## config.mk

```make
export PLATFORM = sky130hd
export DESIGN_NAME = lutram_sync_fifo
export DESIGN_NICKNAME = d
export VERILOG_FILES = /design/src/rtl/lutram_fifo_pkg.sv /design/src/rtl/xilinx_lutram.sv /design/src/rtl/lutram_sync_fifo.sv
export SDC_FILE = /design/constraint.sdc
export NUM_CORES = 1
export LEC_CHECK = 0
export CORE_UTILIZATION = 45
export DETAILED_ROUTE_END_ITERATION = 16
export GPL_TIMING_DRIVEN = 0
export PLACE_DENSITY_LB_ADDON = 0.2
export SLEW_MARGIN = 25
export SYNTH_ARGS = -nofsm -noshare
export SYNTH_HDL_FRONTEND = slang
export SYNTH_SLANG_ARGS = --single-unit
```

## constraint.sdc

```tcl
create_clock -name clk -period 7 [get_ports clk]
set_input_delay 1.4 -clock clk [delete_from_list [all_inputs] [get_ports clk]]
set_output_delay 1.4 -clock clk [all_outputs]
set_load 0.02 [all_outputs]
```

## src/rtl/lutram_fifo_pkg.sv

```systemverilog
// Shared constants for the LUT-RAM backed FIFO: pointer/count sizing,
// error-counter width and the legal parameter ranges.
package lutram_fifo_pkg;

    localparam int ERR_CNT_WIDTH = 16;
    localparam logic [ERR_CNT_WIDTH-1:0] ERR_CNT_MAX = 16'hFFFF;

    localparam int ADDR_WIDTH_MIN = 5;
    localparam int ADDR_WIDTH_MAX = 8;

    // Pointers and occupancy carry one extra bit so full and empty are distinct.
    function automatic int ptr_width(input int addr_width);
        return addr_width + 1;
    endfunction

    function automatic bit params_legal(input int addr_width, input int afull_level,
                                        input int aempty_level);
        int depth;
        depth = 1 << addr_width;
        return (addr_width >= ADDR_WIDTH_MIN) && (addr_width <= ADDR_WIDTH_MAX) &&
               (afull_level >= 1) && (afull_level <= depth) &&
               (aempty_level >= 0) && (aempty_level <= depth - 1);
    endfunction

endpackage

```

## src/rtl/xilinx_lutram.sv

```systemverilog
// Distributed-RAM storage: synchronous write, asynchronous read. Contents are
// never cleared; rst only clears the held read value used when rden is low.
module xilinx_lutram #(
    parameter int RAM_WIDTH = 8,
    parameter int RAM_DEEP  = 5
) (
    input  logic                 clk_wr,
    input  logic                 clk_rd,
    input  logic                 rst,
    input  logic                 wren,
    input  logic [RAM_DEEP-1:0]  wraddress,
    input  logic [RAM_WIDTH-1:0] data,
    input  logic                 rden,
    input  logic [RAM_DEEP-1:0]  rdaddress,
    output logic [RAM_WIDTH-1:0] q
);

    logic [RAM_WIDTH-1:0] mem_r [2**RAM_DEEP];
    logic [RAM_WIDTH-1:0] q_hold_r;

    // Write port.
    always_ff @(posedge clk_wr) begin
        if (wren) begin
            mem_r[wraddress] <= data;
        end
    end

    // Hold the last read value so q is stable while rden is low.
    always_ff @(posedge clk_rd) begin
        if (rst) begin
            q_hold_r <= {RAM_WIDTH{1'b0}};
        end else if (rden) begin
            q_hold_r <= mem_r[rdaddress];
        end else begin
            q_hold_r <= q_hold_r;
        end
    end

    // Asynchronous read port.
    always_comb begin
        q = q_hold_r;
        if (rden) begin
            q = mem_r[rdaddress];
        end else begin
            q = q_hold_r;
        end
    end

endmodule

```

## src/rtl/lutram_sync_fifo.sv

```systemverilog
// Single-clock FWFT FIFO controller around one xilinx_lutram instance.
// Define LUTRAM_SYNC_FIFO_ERR_STAT_EN to add saturating overflow/underflow counters.
module lutram_sync_fifo
    import lutram_fifo_pkg::*;
#(
    parameter int DATA_WIDTH   = 8,
    parameter int ADDR_WIDTH   = 5,
    parameter int AFULL_LEVEL  = 28,
    parameter int AEMPTY_LEVEL = 2
) (
    input  logic                  clk,
    input  logic                  rst_n,
    input  logic                  wr_en,
    input  logic [DATA_WIDTH-1:0] wr_data,
    output logic                  full,
    output logic                  afull,
    input  logic                  rd_en,
    output logic [DATA_WIDTH-1:0] rd_data,
    output logic                  empty,
    output logic                  aempty,
    output logic [ADDR_WIDTH:0]   count,
`ifdef LUTRAM_SYNC_FIFO_ERR_STAT_EN
    input  logic                     err_clr,
    output logic [ERR_CNT_WIDTH-1:0] ovf_cnt,
    output logic [ERR_CNT_WIDTH-1:0] udf_cnt,
`endif
    output logic                  overflow,
    output logic                  underflow
);

    localparam int PW = ptr_width(ADDR_WIDTH);
    localparam logic [PW-1:0] DEPTH_C  = PW'(2**ADDR_WIDTH);
    localparam logic [PW-1:0] AFULL_C  = PW'(AFULL_LEVEL);
    localparam logic [PW-1:0] AEMPTY_C = PW'(AEMPTY_LEVEL);
    localparam logic [PW-1:0] ONE_C    = PW'(1);

    logic [PW-1:0] wr_ptr_r, rd_ptr_r, count_r, count_nxt_s;
    logic          full_r, afull_r, empty_r, aempty_r, overflow_r, underflow_r;
    logic          wr_acc_s, rd_acc_s;

    assign wr_acc_s  = wr_en & ~full_r;
    assign rd_acc_s  = rd_en & ~empty_r;
    assign full      = full_r;
    assign afull     = afull_r;
    assign empty     = empty_r;
    assign aempty    = aempty_r;
    assign count     = count_r;
    assign overflow  = overflow_r;
    assign underflow = underflow_r;

    xilinx_lutram #(
        .RAM_WIDTH(DATA_WIDTH),
        .RAM_DEEP (ADDR_WIDTH)
    ) u_ram (
        .clk_wr   (clk),
        .clk_rd   (clk),
        .rst      (1'b0),
        .wren     (wr_acc_s),
        .wraddress(wr_ptr_r[ADDR_WIDTH-1:0]),
        .data     (wr_data),
        .rden     (1'b1),
        .rdaddress(rd_ptr_r[ADDR_WIDTH-1:0]),
        .q        (rd_data)
    );

    // Next occupancy: a simultaneous accepted write and read cancel out.
    always_comb begin
        count_nxt_s = count_r;
        case ({wr_acc_s, rd_acc_s})
            2'b10:   count_nxt_s = count_r + ONE_C;
            2'b01:   count_nxt_s = count_r - ONE_C;
            default: count_nxt_s = count_r;
        endcase
    end

    // Pointers, occupancy, and flags registered from the next-state count.
    always_ff @(posedge clk or negedge rst_n) begin
        if (!rst_n) begin
            wr_ptr_r    <= {PW{1'b0}};
            rd_ptr_r    <= {PW{1'b0}};
            count_r     <= {PW{1'b0}};
            full_r      <= 1'b0;
            afull_r     <= 1'b0;
            empty_r     <= 1'b1;
            aempty_r    <= 1'b1;
            overflow_r  <= 1'b0;
            underflow_r <= 1'b0;
        end else begin
            if (wr_acc_s) begin
                wr_ptr_r <= wr_ptr_r + ONE_C;
            end
            if (rd_acc_s) begin
                rd_ptr_r <= rd_ptr_r + ONE_C;
            end
            count_r     <= count_nxt_s;
            full_r      <= (count_nxt_s == DEPTH_C);
            afull_r     <= (count_nxt_s >= AFULL_C);
            empty_r     <= (count_nxt_s == {PW{1'b0}});
            aempty_r    <= (count_nxt_s <= AEMPTY_C);
            overflow_r  <= wr_en & full_r;
            underflow_r <= rd_en & empty_r;
        end
    end

`ifdef LUTRAM_SYNC_FIFO_ERR_STAT_EN
    logic [ERR_CNT_WIDTH-1:0] ovf_cnt_r, udf_cnt_r;

    assign ovf_cnt = ovf_cnt_r;
    assign udf_cnt = udf_cnt_r;

    // Saturating error counters; a clear takes priority over a same-cycle pulse.
    always_ff @(posedge clk or negedge rst_n) begin
        if (!rst_n) begin
            ovf_cnt_r <= {ERR_CNT_WIDTH{1'b0}};
            udf_cnt_r <= {ERR_CNT_WIDTH{1'b0}};
        end else if (err_clr) begin
            ovf_cnt_r <= {ERR_CNT_WIDTH{1'b0}};
            udf_cnt_r <= {ERR_CNT_WIDTH{1'b0}};
        end else begin
            if (overflow_r && (ovf_cnt_r != ERR_CNT_MAX)) begin
                ovf_cnt_r <= ovf_cnt_r + {{(ERR_CNT_WIDTH-1){1'b0}}, 1'b1};
            end
            if (underflow_r && (udf_cnt_r != ERR_CNT_MAX)) begin
                udf_cnt_r <= udf_cnt_r + {{(ERR_CNT_WIDTH-1){1'b0}}, 1'b1};
            end
        end
    end
`endif

endmodule
```

**Word level (Yosys, flattened, before mapping)**

Memories as Yosys holds them, arrays and structs flattened.
Index checks and enable logic that the tools add are counted.
W data, S select, Z words.

- Flip-flop bits (word level): 24
- Input bits: 12
- ROM bits: 0
- Latch bits: 0
- Word-level logic and storage cells: 29
- Memories kept: 1
- Memory bits (writable): 256

Memory list:

| name | depth | width | rd ports | clocked after Yosys merged registers in | wr ports | line | source |
|---|---|---|---|---|---|---|---|
| u_ram.mem_r | 32 | 8 | 1 | 0 | 1 | xilinx_lutram.sv:18 | `logic [RAM_WIDTH-1:0] mem_r [2**RAM_DEEP];` |

- Reduce and logical (&&, ||, !) cells: 1
- Magnitude comparators: 2
- Shifts and indexed selects: 0
- Add/subtract/negate cells: 4
- $mul: 0
- Bitwise logic cells: 6
- Equal/unequal tests: 3
- Muxes and demuxes: 3
- Divide/modulo/power cells: 0

Operators with widths:

| cell | count |
|---|---|
| $add A6 B1 Y6 const B | 3 |
| $pmux W6 S2 | 1 |
| $eq A6 B6 Y1 const B | 1 |
| $ge A6 B5 Y1 const B | 1 |
| $le A6 B2 Y1 const B | 1 |
| $logic_not A6 Y1 | 1 |
| $sub A6 B1 Y6 const B | 1 |
| $and A1 B1 Y1 | 4 |
| $eq A2 B1 Y1 const B | 1 |
| $eq A2 B2 Y1 const B | 1 |
| $mux W1 | 2 |
| $not A1 Y1 | 2 |

**Depth between registers and ports, before layout**

Gate-level depths: netlist (run 1).

- Depth after elaboration: 5
- Mapped depth: 11
- Gate-level depth less buffers: 11

**Hierarchy**

Synthesis (run 1) repeated with hierarchy kept, for this count alone.

- Cells, all modules: 735
- Area total of the unflattened synthesis: 11,713.7 um^2

Modules (own cells, without submodules):

| module | instances | seq. area each (um^2) | area each (um^2) | cells each |
|---|---|---|---|---|
| xilinx_lutram | 1 | 7,847.5 | 10,418.7 | 611 |
| lutram_sync_fifo | 1 | 553.0 | 1,295.0 | 124 |

**Worst setup path after synthesis (run 1)**

OpenSTA, ideal clock, no wires.

- Path kind: register -> output
- From: register rd_ptr_r[1]
- To: output port rd_data[0]
- Cell stages (with the launch flop): 6
- Buffers on the path: 2
- Required time: 5,600 ps
- Path slack: 3,456 ps
- Data arrival time: 2,144 ps
- Cell sequence: dfrtp_1 -> clkbuf_1 -> clkbuf_1 -> mux4_2 -> mux4_2 -> mux2_2

- Cells in the longest elaborated chain, start to end: 1

RTL lines:

| item | line | source |
|---|---|---|
| start, declared | lutram_sync_fifo.sv:37 | `logic [PW-1:0] wr_ptr_r, rd_ptr_r, count_r, count_nxt_s;` |
| start signal, assigned | lutram_sync_fifo.sv:80 | `rd_ptr_r <= {PW{1'b0}};` |
| start signal, assigned | lutram_sync_fifo.sv:93 | `rd_ptr_r <= rd_ptr_r + ONE_C;` |
| $mem_v2 Z32 W8 | n/a |  |
| end, declared | lutram_sync_fifo.sv:18 | `output logic [DATA_WIDTH-1:0] rd_data,` |

No other way between the ends.

**Final worst setup path (run 1)**

- From: register rd_ptr_r[1]
- To: output port rd_data[1]

Same word-level chain as after synthesis.

==> impl_metrics.py, run 1 <==
metrics = {
    "status": {
        "status": "completed",
    },
    "floorplanning": {
        "io_pins": 32,
        "die_y_um": 159,
        "die_area_um2": 25400,
        "rows": 57,
        "core_um2": 24200,
        "fp.dieW_um": 159,
        "floorplan.initialDensity_pct": 45.9,
    },
    "drt": {
        "wire_per_inst_um": 24.2,
        "totalWireLength_um": 22900,
        "drc_errors": 0,
        "drt-initial-drc-count": 374,
        "firstDrtPassIters": 5,
        "ant_nets": 0,
        "vias": 5344,
        "vias_per_cell": 5.65,
    },
    "sta": {
        "min_period_ps": 5300,
        "fin_skew_ps": 13.2,
        "max_slew_margin_pct": 33.6,
        "hold_violations": 0,
        "slew_violations": 0,
        "rsz0062_at_grt": "no",
        "tightest_slew_ps": 996,
        "finalCritPeriodShare_pct": 75.7,
        "fin_hold_ws_ps": 542,
        "setup_viol": 0,
        "fmax_ghz": 0.189,
        "fin_tns_setup_ps": 0,
    },
    "power_and_ir_drop": {
        "p_per_area_nw_per_um2": 427,
        "ir_worst_vdd_mv": 0.309,
        "p_leak_uw": 0.00411,
    },
    "yosys": {
        "synth_top_family_by_area": "multiplexers",
        "synth_mux_area_share_pct": 17.4,
        "synthCells": 538,
        "synthArstFlopShare_pct": 7.91,
        "syn_area_per_cell_um2": 20.7,
        "ys_types": 43,
        "synth-adder-area-share_pct": 0.787,
        "ys_seq_area_share_pct": 74.1,
        "synth_edf_count": 256,
        "synth_simple_gate_area_share_pct": 3.76,
        "yosys_most_used_dff": "edfxtp_1",
        "synth_top_area_share_pct": 69.1,
        "synth_nets": 557,
        "synth_compound_area_share_pct": 1.32,
        "synthTopCellsByCount": "edfxtp_1, mux4_2, nor2_1",
        "synth.most_common_cell": "edfxtp_1",
        "netlist_area_um2": 11100,
        "ys_seq_elements": 278,
        "ys_top_cells_by_area": "edfxtp_1, mux4_2, dfrtp_1",
        "synth_top_cell_by_area": "edfxtp_1",
        "ys_warn_count": 0,
        "synth_xor_area_share_pct": 1.10,
    },
    "setup_path": {
        "critical_path_required_ps": 5600,
        "startpoint": "rd_ptr_r[1]",
        "arrival_ps": 3900,
        "cp-end-kind": "output port",
        "crit_type": "flop to output port",
        "critPathMaxFanout": 10,
        "reg2reg_depth": 10,
        "worst_setup_path_start_kind": "flop",
        "r2r_start": "empty",
    },
    "cts": {
        "insertion_delay_ps": 540,
        "cts_setup_buffers": 0,
        "tritoncts": "built",
        "h-tree-depth": 1,
        "root_buffer": "clkbuf_16",
        "cts_hold_buf": 0,
        "post_cts_resized": 0,
        "clkTransAtPathRegs_ps": 60,
        "clock_path_buffers": 3,
        "cts_made_buffers": 29,
        "clock-sinks": 278,
    },
    "final_layout": {
        "drive_above_1_share_pct": 25.2,
        "synthToLayoutAreaGrowth_pct": 15.2,
        "fin_cells": 946,
        "fin_nets": 619,
        "num_antenna_cells": 0,
    },
    "place": {
        "dp.cells": 893,
        "portBuffers": 31,
        "place_congestion": 0.791,
        "dpl.hpwl_um": 14900,
    },
    "grt": {
        "grtUsageTotal_pct": 18.8,
        "grt.busiest_layer": "met2",
        "grt_use_met3_pct": 3.02,
        "grt_pass1_wl_um": 35000,
        "grt_use_met1_pct": 27.5,
        "grt_max_degree": 33,
        "use_met2_pct": 29.9,
        "grt_pass1_vias": 5522,
        "antenna_found_initial": 0,
        "gr-total-overflow": 0,
    },
    "min_path": {
        "hold_start": "full",
        "hold_depth": 1,
        "hold_path_class": "flop to flop",
    },
    "job": {
        "maxCapViolCount": 0,
    },
}
-- sequential cells by signal, indices dropped and copies added, names as in the netlist --
register     count
rd_ptr_r         5
wr_ptr_r         5
overflow         1
aempty           1
afull            1
count            6
u_ram.mem_r    256
underflow        1
full             1
empty            1
-- layer usage --
metal | part of all wire (%) | wire length (µm)
met1 | 45 | 10300
met2 | 48 | 11000
met3 | 5.3 | 1210
met4 | 1.7 | 390
met5 | 0 | 0
-- cell type report --
type                       instances  area, µm²
buffer                            30        155
clock buffer                      39        825
clock inverter                    14        191
fill                            1906      11400
inverter                           6       22.5
multi-input combinational        224       2710
sequential                       278       8240
tap                              324        405
timing repair buffer              31        265
-- kinds of logic after synthesis --
group	after synthesis
compound gates	21
xor+xnor	14
mux	92
buf+inv	36
fa+ha+maj	7
flops	278
simple gates	90
-- critical path: stages, from the launching register on --
cell and delay, ps:
dfrtp_1 400, clkbuf_1 500, clkbuf_1 640, mux4_2 430, mux4_2 520, mux2_2 320
clkdlybuf4s50_1 550
-- cell usage in the layout, fill, tap and decap left out, types with 4 or more instances in the layout --
cell and instances:
buf_6 5, edfxtp_1 256, nand3_1 5, ha_1 7
xnor2_1 11, dfrtp_1 20, nand4_1 6, clkbuf_1 24
clkdlybuf4s50_1 22, clkbuf_16 30, clkinv_2 6, inv_1 5
nand2_1 19, mux2_2 9, buf_2 13, mux4_2 80
a21oi_1 7, bufinv_16 5, clkbuf_8 4, nor2_1 41
-- path summary, 6_finish.rpt --
path	end	slack [ps]
worst max register to register	aempty	3810
worst max-delay path	rd_data[1]	1700
worst min-delay path	overflow	540
max in group asynchronous	aempty	5800
worst min register to register	overflow	540
min in group asynchronous	count[4]	830
-- through the flow --
step                util, %  setup WS (ps)  power [µW]  cell area [µm²]
global route           52.8           1560        5700            12800
floorplan                 -           3460        3280            11100
global placement       48.8           2290        3870            11800
finish                 52.8           1700        5470            12800
detailed placement     48.8           2260        3900            11800
CTS                    52.9           1670        5510            12800
-- power by group --
group	switching [µW]	internal, µW
Combinational	988	853
Sequential	55.4	1970
Clock	605	1000
(Power assumes the default switching activity.)
==> run 2: changes to the inputs <==
==> constraint.sdc (replaced) <==
create_clock -name clk -period 4.9 [get_ports clk]
set_input_delay 0.98 -clock clk [delete_from_list [all_inputs] [get_ports clk]]
set_output_delay 0.98 -clock clk [all_outputs]
set_load 0.02 [all_outputs]
==> impl_metrics.py, run 2 (synthesized netlist as in run 1, its figures left out) <==
metrics = {
    "grt": {
        "grtUsageTotal_pct": 18.8,
        "gr-total-overflow": 0,
        "antenna_found_initial": 0,
        "grt_pass1_wl_um": 35000,
        "grt_pass1_vias": 5522,
        "grt_max_degree": 33,
    },
    "floorplanning": {
        "die_area_um2": 25400,
        "floorplan.initialDensity_pct": 45.9,
        "die_y_um": 159,
        "io_pins": 32,
        "fp.dieW_um": 159,
        "core_um2": 24200,
        "rows": 57,
    },
    "final_layout": {
        "final_util_pct": 52.9,
        "fin_nets": 619,
        "final_common_cell": "edfxtp_1",
        "synthToLayoutAreaGrowth_pct": 15.2,
        "largest_reg_flops": 256,
        "regMostFlops": "u_ram.mem_r",
        "stdcell_area_um2": 12800,
        "drive_above_1_share_pct": 25.9,
        "final_cell_mix": "edfxtp_1, mux4_2, nor2_1",
        "fill_cells": 1902,
        "num_antenna_cells": 0,
    },
    "cts": {
        "insertion_delay_ps": 530,
        "cts_hold_buf": 0,
        "root_buffer": "clkbuf_16",
        "clkTransAtPathRegs_ps": 60,
        "tritoncts": "built",
        "clock-sinks": 278,
        "h-tree-depth": 1,
        "clock_path_buffers": 3,
        "cts_made_buffers": 29,
        "cts_setup_buffers": 0,
    },
    "setup_path": {
        "cp-end-kind": "output port",
        "regToRegSetupSlack_ps": 1690,
        "startpoint": "rd_ptr_r[1]",
        "worst_setup_path_start_kind": "flop",
        "reg2reg_depth": 10,
        "cp-endpoint": "rd_data[1]",
        "r2r_start": "empty",
        "critical_path.reg2reg.endpoint": "aempty",
        "critical_path_required_ps": 3920,
        "crit_type": "flop to output port",
        "arrival_ps": 3650,
        "critPathMaxFanout": 10,
    },
    "sta": {
        "hold_violations": 0,
        "min_period_ps": 4630,
        "setup_slack_ps": 268,
        "tightest_slew_ps": 979,
        "fmax_ghz": 0.216,
        "slew_violations": 0,
        "max_slew_margin_pct": 34.7,
        "fin_tns_setup_ps": 0,
        "rsz0062_at_grt": "no",
        "finalCritPeriodShare_pct": 94.5,
        "fin_skew_ps": 10.8,
        "setup_viol": 0,
    },
    "drt": {
        "vias": 5351,
        "firstDrtPassIters": 11,
        "wire_per_inst_um": 24.3,
        "totalWireLength_um": 23000,
        "ant_nets": 0,
        "vias_per_cell": 5.66,
        "drt-initial-drc-count": 351,
        "drc_errors": 2,
    },
    "job": {
        "maxCapViolCount": 0,
    },
    "power_and_ir_drop": {
        "p_per_area_nw_per_um2": 610,
        "ir_worst_vdd_mv": 0.441,
        "power_uw": 7820,
        "p_leak_uw": 0.00412,
    },
    "place": {
        "portBuffers": 31,
        "place_congestion": 0.791,
        "place_worst_setup_slack_ps": 578,
        "dpl_cell_area_um2": 11800,
        "dpl.hpwl_um": 14900,
    },
    "min_path": {
        "hold_path_class": "primary input to asynchronous set/reset pin",
    },
    "status": {
        "status": "complete, but fails checks",
        "violations": "DRC",
    },
}
-- run 2: cell counts in the layout (fill, tap and decap cells not counted) --
No cell type changed its count.
-- run 2: routing by layer --
metal / vias up / share of wire [%] / global-route usage (%)
li1: 2321 / - / -
met5: - / 0 / 0
met2: 153 / 48 / 29.9
met4: 0 / 1.7 / 4.72
met1: 2846 / 46 / 27.5
met3: 31 / 4.9 / 3.02
-- run 2: worst min path at each step --
| stage | endpoint | slack, ps | depth (start not counted) |
|---|---|---|---|
| 2_1_floorplan | underflow | 580 | 1 |
| 3_3_place_gp | overflow | 510 | 1 |
| 3_5_place_dp | overflow | 520 | 1 |
| 4_1_cts | overflow | 550 | 1 |
| 5_1_grt | count[5] | 430 | 1 |
| 6_report | count[4] | 410 | 1 |
-- run 2: repair_timing --
item | CTS | global route
setup endpoints to repair | 4 | 8
resized for setup | 2 | 4
pin swaps | 0 | 0
cloned | 0 | 0
-- run 2: worst max-delay path, cell delays in order (launching register included) --
cell and delay, ps:
dfrtp_1 390, clkbuf_1 510, clkbuf_2 440, mux4_2 380, mux4_2 520, mux2_2 320
clkdlybuf4s50_1 550
-- run 2: layout make-up --
type	count	area, µm²	area share, %
Clock inverter	14	191	1.49
Sequential cell	278	8240	64.3
Multi-Input combinational cell	224	2710	21.1
Inverter	6	22.5	0.176
Tap cell	324	405	3.16
Timing Repair Buffer	31	265	2.07
Clock buffer	39	825	6.43
Buffer	30	160	1.25
-- run 2: through the flow --
step                hold WS [ps]  std cells
global placement             512        893
global route                 431        946
finish                       414        946
detailed placement           521        893
CTS                          552        946
floorplan                    582        538
-- run 2: power breakdown --
part / switching (µW) / internal (µW) / leakage (µW)
registers: 78.8 / 2810 / 0.00257
logic: 1420 / 1220 / 0.00105
clock network: 860 / 1440 / 0.000503
total: 2360 / 5470 / 0.00412
